## src/rtl/pythag_leg_solver.sv

```systemverilog
// Solves b = isqrt(c*c - a*a) with a bit-serial square root, one root bit per cycle.
// Define PYTHAG_LEG_ROUND_EN to round the result to nearest instead of flooring it.
module pythag_leg_solver (
   input  logic       clk,
   input  logic       rst_n,
   input  logic       start,
   input  logic [7:0] hyp,
   input  logic [7:0] leg,
   output logic       busy,
   output logic       done,
   output logic [7:0] leg_out,
   output logic       err
);

   localparam logic [1:0] IDLE   = 2'd0;
   localparam logic [1:0] SQUARE = 2'd1;
   localparam logic [1:0] ROOT   = 2'd2;
   localparam logic [1:0] DONE   = 2'd3;

   logic [1:0]  state_q, state_d;
   logic [7:0]  hyp_q, hyp_d, leg_q, leg_d;
   logic [15:0] rad_q, rad_d;
   logic [11:0] rem_q, rem_d;
   logic [7:0]  root_q, root_d;
   logic [2:0]  cnt_q, cnt_d;
   logic [7:0]  leg_out_q, leg_out_d;
   logic        err_q, err_d;

   logic [15:0] csq, asq;
   logic [11:0] rem_sh, trial, rem_nx;
   logic [7:0]  root_nx, result;
   logic        ge;

   assign csq = {8'd0, hyp_q} * {8'd0, hyp_q};
   assign asq = {8'd0, leg_q} * {8'd0, leg_q};

   // Remainder stays <= 2*root, so 12 bits cover the shifted value with room to spare.
   assign rem_sh  = (rem_q << 2) | {10'd0, rad_q[15:14]};
   assign trial   = {2'b00, root_q, 2'b01};
   assign ge      = (rem_sh >= trial);
   assign rem_nx  = ge ? (rem_sh - trial) : rem_sh;
   assign root_nx = {root_q[6:0], ge};

`ifdef PYTHAG_LEG_ROUND_EN
   // Radicand <= 65025 keeps root_nx below 255 whenever rounding up applies.
   assign result = (rem_nx > {4'd0, root_nx}) ? (root_nx + 8'd1) : root_nx;
`else
   assign result = root_nx;
`endif

   always_comb begin
      state_d   = state_q;
      hyp_d     = hyp_q;
      leg_d     = leg_q;
      rad_d     = rad_q;
      rem_d     = rem_q;
      root_d    = root_q;
      cnt_d     = cnt_q;
      leg_out_d = leg_out_q;
      err_d     = err_q;
      case (state_q)
         SQUARE: begin
            if (leg_q > hyp_q) begin
               leg_out_d = 8'd0;
               err_d     = 1'b1;
               state_d   = DONE;
            end else begin
               rad_d   = csq - asq;
               rem_d   = 12'd0;
               root_d  = 8'd0;
               cnt_d   = 3'd0;
               err_d   = 1'b0;
               state_d = ROOT;
            end
         end
         ROOT: begin
            rem_d  = rem_nx;
            root_d = root_nx;
            rad_d  = rad_q << 2;
            cnt_d  = cnt_q + 3'd1;
            if (cnt_q == 3'd7) begin
               leg_out_d = result;
               state_d   = DONE;
            end
         end
         default: begin
            if (start) begin
               hyp_d   = hyp;
               leg_d   = leg;
               state_d = SQUARE;
            end else begin
               state_d = IDLE;
            end
         end
      endcase
   end

   always_ff @(posedge clk or negedge rst_n) begin
      if (!rst_n) begin
         state_q   <= IDLE;
         hyp_q     <= 8'd0;
         leg_q     <= 8'd0;
         rad_q     <= 16'd0;
         rem_q     <= 12'd0;
         root_q    <= 8'd0;
         cnt_q     <= 3'd0;
         leg_out_q <= 8'd0;
         err_q     <= 1'b0;
      end else begin
         state_q   <= state_d;
         hyp_q     <= hyp_d;
         leg_q     <= leg_d;
         rad_q     <= rad_d;
         rem_q     <= rem_d;
         root_q    <= root_d;
         cnt_q     <= cnt_d;
         leg_out_q <= leg_out_d;
         err_q     <= err_d;
      end
   end

   assign busy    = (state_q == SQUARE) || (state_q == ROOT);
   assign done    = (state_q == DONE);
   assign leg_out = leg_out_q;
   assign err     = err_q;

endmodule

```

## config.mk

```make
export PLATFORM = sky130hd
export DESIGN_NAME = pythag_leg_solver
export DESIGN_NICKNAME = d
export VERILOG_FILES = /design/src/rtl/pythag_leg_solver.sv
export SDC_FILE = /design/constraint.sdc
export NUM_CORES = 1
export LEC_CHECK = 0
export BUFFER_PORTS_ARGS = -buffer_cell sky130_fd_sc_hd__buf_2
export CORE_AREA = 2 2 146 148
export DETAILED_ROUTE_END_ITERATION = 8
export DIE_AREA = 0 0 148 150
export HOLD_SLACK_MARGIN = 0.12
export SLEW_MARGIN = 20
export SYNTH_ARGS = -nofsm -noshare
export SYNTH_HDL_FRONTEND = slang
export SYNTH_SLANG_ARGS = --single-unit
```

## constraint.sdc

```tcl
create_clock -name clk -period 10.6 [get_ports clk]
set_input_delay 1.06 -clock clk [delete_from_list [all_inputs] [get_ports clk]]
set_output_delay 1.06 -clock clk [all_outputs]
set_load 0.01 [all_outputs]
```

==> results of run 1 <==
critical path: stages, from the launching register on:
cell and delay [ns]:
dfrtp_1 0.46, inv_1 0.33, nor2_1 0.15, fa_1 0.50
inv_1 0.05, fa_1 0.52, inv_1 0.05, fa_1 0.51
fa_1 0.44, fa_1 0.55, inv_1 0.05, fa_1 0.52
inv_1 0.04, ha_1 0.34, nand4_1 0.17, nor2_1 0.06
a211o_1 0.34, or4_1 0.48, a32oi_1 0.20, mux2_1 0.14
per-layer routing:
layer  GRT usage [%]  vias to the layer above  wire length, um
met3            1.46                       11              322
met1            20.0                     2509             7290
li1                -                     2447                -
met2            25.0                       74             7260
met5               0                        -                0
met4            3.33                        0              174
how the worst max path moves through the flow:
stage,start,end,slack [ns],cells after the start
after detailed placement,hyp_q[3],rad_q[13],4.66,19
after global routing,hyp_q[3],rad_q[13],4.26,19
after global placement,hyp_q[3],rad_q[13],4.70,19
after floorplan,leg_q[1],rad_q[13],4.98,18
after CTS,hyp_q[3],rad_q[13],4.63,19
final,hyp_q[3],rad_q[13],4.62,19
kinds of logic (layout without fill, tap and decap cells):
family	Yosys count	in the layout	synth area share [%]
buffers and inverters	178	202	9.61
AND/OR/NAND/NOR	162	162	10.7
adder cells (fa/ha/maj)	156	156	36.0
AO/OA/AOI/OAI	115	115	10.8
flip-flops	64	64	22.7
multiplexers	47	47	7.26
XOR/XNOR	24	24	2.97
other	1	1	0.0530
state kept, by name, indices dropped and copies added, names as in the netlist:
signal	count
state_q	2
rem_q	10
cnt_q	3
err	1
leg_q	8
rad_q	16
root_q	8
hyp_q	8
leg_out	8
layout make-up:
type                    count  area share [%]
multi-input cells         505            61.5
flip-flops and latches     64            20.6
inverters                 153            7.38
well taps                 275            4.42
clock buffers               9            2.89
repair buffers             33            2.25
clock inverters             7           0.917
metrics by stage:
stage | area [um2] | hold slack, ns
global placement | 7480 | 0.480
detailed placement | 7480 | 0.481
floorplan | 7070 | 0.458
global route | 7780 | 0.519
finish | 7780 | 0.489
CTS | 7780 | 0.493
cell usage in the layout, fill, tap and decap left out, types with 3 or more instances in the layout:
cell,netlist,layout
and2_1,7,7
nor3_1,11,11
buf_2,3,29
a21o_1,6,6
o2bb2ai_1,4,4
o31ai_1,3,3
buf_4,0,4
ha_1,77,77
a21oi_1,18,18
o21a_1,5,5
xnor2_1,18,18
a22o_1,4,4
nor2b_1,6,6
o211ai_1,3,3
o21ai_0,39,39
nand2b_1,8,8
dfrtp_1,64,64
nand3_1,13,13
clkinv_2,0,3
nand4_1,5,5
xor2_1,6,6
o21ai_1,4,4
clkbuf_16,0,9
nor2_1,38,38
fa_1,79,79
a211oi_1,8,8
mux2i_1,13,13
nand2_1,61,61
a31oi_1,3,3
mux2_2,33,33
inv_1,152,152
==> results.toml, run 1 <==
[yosys]
synth_seq_cells = 64
synth_top_flop_cell = "dfrtp_1"
yosysSeqAreaShare_pct = 22.7
async_reset_ff_share_pct = 100
syn-num-nets = 922
synth_top_cell_area_share_pct = 22.7
synthCells = 747
synth_area_per_cell_um2 = 9.46
netlist_top_cells_count = "152 x inv_1, 79 x fa_1, 77 x ha_1, 64 x dfrtp_1, 61 x nand2_1"
netlist_area_mm2 = 0.00707
yosys.area.top_type = "dfrtp_1"
synthTopCellsByArea = "dfrtp_1 23%, fa_1 22%, ha_1 14%"
ys_types = 61
synth_warnings = 0
synth_edf_count = 0
yosysMostFrequentCell = "inv_1"

[drt]
first_pass_iters = 4
postRouteAntennaNets = 0
drcViolationCount = 0
viasPerCell = 4.82
dr_total_vias = 5041
drt-wirelength-per-cell_um = 14.4
totalWireLength_mm = 15.0
first_iter_violations = 252

[worst_setup_path]
r2r_start = "hyp_q[3]"
worstReg2RegEnd = "rad_q[13]"
start_kind = "register"
required_ns = 10.87
worstRegToRegCells = 19
regToRegSetupSlack_ns = 4.62
path_max_fanout = 8
worstSetupPathType = "reg -> reg"
end_kind = "register"
worst_ep_arrival_time_ns = 6.25

[sta]
setup-tns-final_ns = 0
timing.final.crit_share_pct = 56.4
fin_ws_ns = 4.62
hold_viol_final = 0
final-setup-viol-count = 0
clock_skew_ns = 0.00833
max_clock_freq_ghz = 0.167
worst_slew_pin_slew_ns = 0.930
relSlewSlack_pct = 37.9
rsz0062_at_grt = "false"
finalCriticalPeriod_ns = 5.98
slew_viol_final = 0

[clock_network]
htreeDepth = 3
cts_made_buffers = 9
post_cts_buffers = 0
worstSkewPairLatency_ns = 0.34
cts_tree = "yes"
cts_root_buf = "clkbuf_16"
ctsResizeCount = 0
clkTransAtPathRegs_ns = 0.06
clock-sinks = 64
cts.hold.buffers_added = 0
clockBufferDepth = 2

[final_layout]
nets = 941
n_antenna_cell = 0
fin_util_pct = 37.6
final.fill_count = 2098
final-seq-area_mm2 = 0.00160
finalNonFillerCells = 1046
drive_above_1_share_pct = 11.5
area_growth_pct = 10.1
multiInputGateArea_mm2 = 0.00479

[worst_hold_path]
worstHoldPathType = "reg -> reg"
worstHoldEndpoint = "rad_q[13]"
min_from = "rad_q[13]"
hold-path-cell-count = 1

[floorplanning]
die_w_um = 148
core-area_mm2 = 0.0207
rows = 53
die_area_mm2 = 0.0222
io-pin-count = 30
start_util_pct = 34.2
die_h_um = 150

[outcome]
status = "completed"

[grt]
antenna_found_initial = 0
grt_use_total_pct = 14.6
grt_pass1_wl_mm = 26.0
overflow = 0
grt_max_degree = 65
grt_pass1_vias = 5217

[run]
cap_violations = 0

[place]
post-place-cells = 1030
gp_congestion = 0.820
dp_slack_ns = 4.66
portBuffers = 29
place_hpwl_mm = 11.7
Power of run 1 is left out: the tool's default activity adds up to more than one toggle a clock period on the data nets, which glitch-free logic cannot reach.
==> inputs of run 2 (changes only) <==
==> constraint.sdc (replaced) <==
create_clock -name clk -period 6.2 [get_ports clk]
set_input_delay 0.62 -clock clk [delete_from_list [all_inputs] [get_ports clk]]
set_output_delay 0.62 -clock clk [all_outputs]
set_load 0.01 [all_outputs]
==> run 2 against run 1 <==
Clock-buffer cell count up 1; non-clock buffer count rose by 8; worst setup slack lost 4.3 ns; die area is the same; design area grew 1.6%; highest routed layer unchanged.
==> results.toml, run 2 (synthesized netlist as in run 1, its figures left out) <==
[floorplanning]
start_util_pct = 34.2
die_h_um = 150
die_w_um = 148
core-area_mm2 = 0.0207
die_area_mm2 = 0.0222
io-pin-count = 30
rows = 53

[grt]
grt_use_total_pct = 15.5
antenna_found_initial = 0
overflow = 0
grt_pass1_vias = 5408
grt_max_degree = 65
grt_pass1_wl_mm = 27.2

[drt]
drcViolationCount = 0
postRouteAntennaNets = 0
met1_length_mm = 7.62
viasPerCell = 4.84
first_pass_iters = 4
first_iter_violations = 358
drt-wirelength-per-cell_um = 15.0
routed.top_layer = "met4"
wl_met2_mm = 7.32
totalWireLength_mm = 15.8
dr_wl_met3_um = 331
dr_total_vias = 5098

[final_layout]
nets = 949
largest_register = "rad_q"
n_antenna_cell = 0
reg_top3 = "rad_q x16, rem_q x10"
layout_common_cells = "151 x inv_1, 79 x fa_1, 77 x ha_1"
final_common_cell = "inv_1"
drive_above_1_share_pct = 12.6
largest_reg_flops = 16
area_growth_pct = 11.8

[worst_setup_path]
required_ns = 6.47
start_kind = "register"
worst_ep_arrival_time_ns = 6.14
regToRegSetupSlack_ns = 0.33
path_max_fanout = 7
worstSetupPathType = "reg -> reg"
end_kind = "register"

[place]
portBuffers = 29
place_hpwl_mm = 12.2
gp_congestion = 0.886

[run]
cap_violations = 0

[clock_network]
cts_made_buffers = 9
clockBufferDepth = 2
ctsResizeCount = 0
htreeDepth = 3
clkTransAtPathRegs_ns = 0.06
worstSkewPairLatency_ns = 0.34
cts_root_buf = "clkbuf_16"
cts.hold.buffers_added = 0
cts_tree = "yes"
clock-sinks = 64
post_cts_buffers = 0

[worst_hold_path]
worstHoldPathType = "reg -> reg"

[sta]
slew_viol_final = 0
timing.final.crit_share_pct = 94.6
final-setup-viol-count = 0
relSlewSlack_pct = 38.4
max_clock_freq_ghz = 0.170
rsz0062_at_grt = "false"
hold_viol_final = 0
setup-tns-final_ns = 0
finalCriticalPeriod_ns = 5.87
worst_slew_pin_slew_ns = 0.923
clock_skew_ns = 0.00706

[outcome]
status = "completed"
-- run 2: changes by cell type in the layout (fill, tap and decap cells not counted), sizes merged --
cell and delta:
clkinv -4, inv -1, bufinv +2, clkinvlp +2, clkbuf +1, buf +8
-- run 2: final timing paths --
path | from | cells after the start | end
worst max-delay path | hyp_q[6] | 19 | rad_q[13]
worst min-delay path | rad_q[13] | 1 | rad_q[13]
worst max register to register | hyp_q[6] | 19 | rad_q[13]
worst min register to register | rad_q[13] | 1 | rad_q[13]
max in group asynchronous | rst_n | 2 | hyp_q[1]
min in group asynchronous | rst_n | 2 | root_q[7]
-- run 2: cell type report --
cell class | count | area (um2)
clock buffer | 10 | 239
clock inverter | 6 | 115
inverter | 153 | 578
fill | 2088 | 12800
multi-input combinational | 505 | 4790
sequential | 64 | 1600
tap | 275 | 344
timing repair buffer | 41 | 235
-- run 2: metrics by stage --
step                cell area (um2)  instances  hold WS, ns  worst slack, ns  utilization, %
floorplan                      7070        747        0.324            0.576               -
global placement               7540       1038        0.475            0.464            36.5
detailed placement             7540       1038        0.475            0.345            36.5
CTS                            7900       1054        0.488            0.322            38.2
global route                   7900       1054        0.508          0.00527            38.2
finish                         7900       1054        0.484            0.332            38.2
-- run 2: layer usage --
layer	GRT usage, %	vias to the layer above
met4	6.10	0
li1	-	2463
met5	0	-
met1	21.3	2522
met3	1.83	33
met2	25.0	80
-- run 2: worst max-delay path: stages, from the launching register on --
cell and delay, ns:
dfrtp_1 0.45, inv_1 0.22, nor2_1 0.13, fa_1 0.51
inv_1 0.05, fa_1 0.52, inv_1 0.05, fa_1 0.51
fa_1 0.44, fa_1 0.55, inv_1 0.06, fa_1 0.52
inv_1 0.04, ha_1 0.34, nand4_1 0.16, nor2_1 0.06
a211o_1 0.35, or4_1 0.48, a32oi_1 0.20, mux2_1 0.14
Power of run 2 is left out for the same reason.
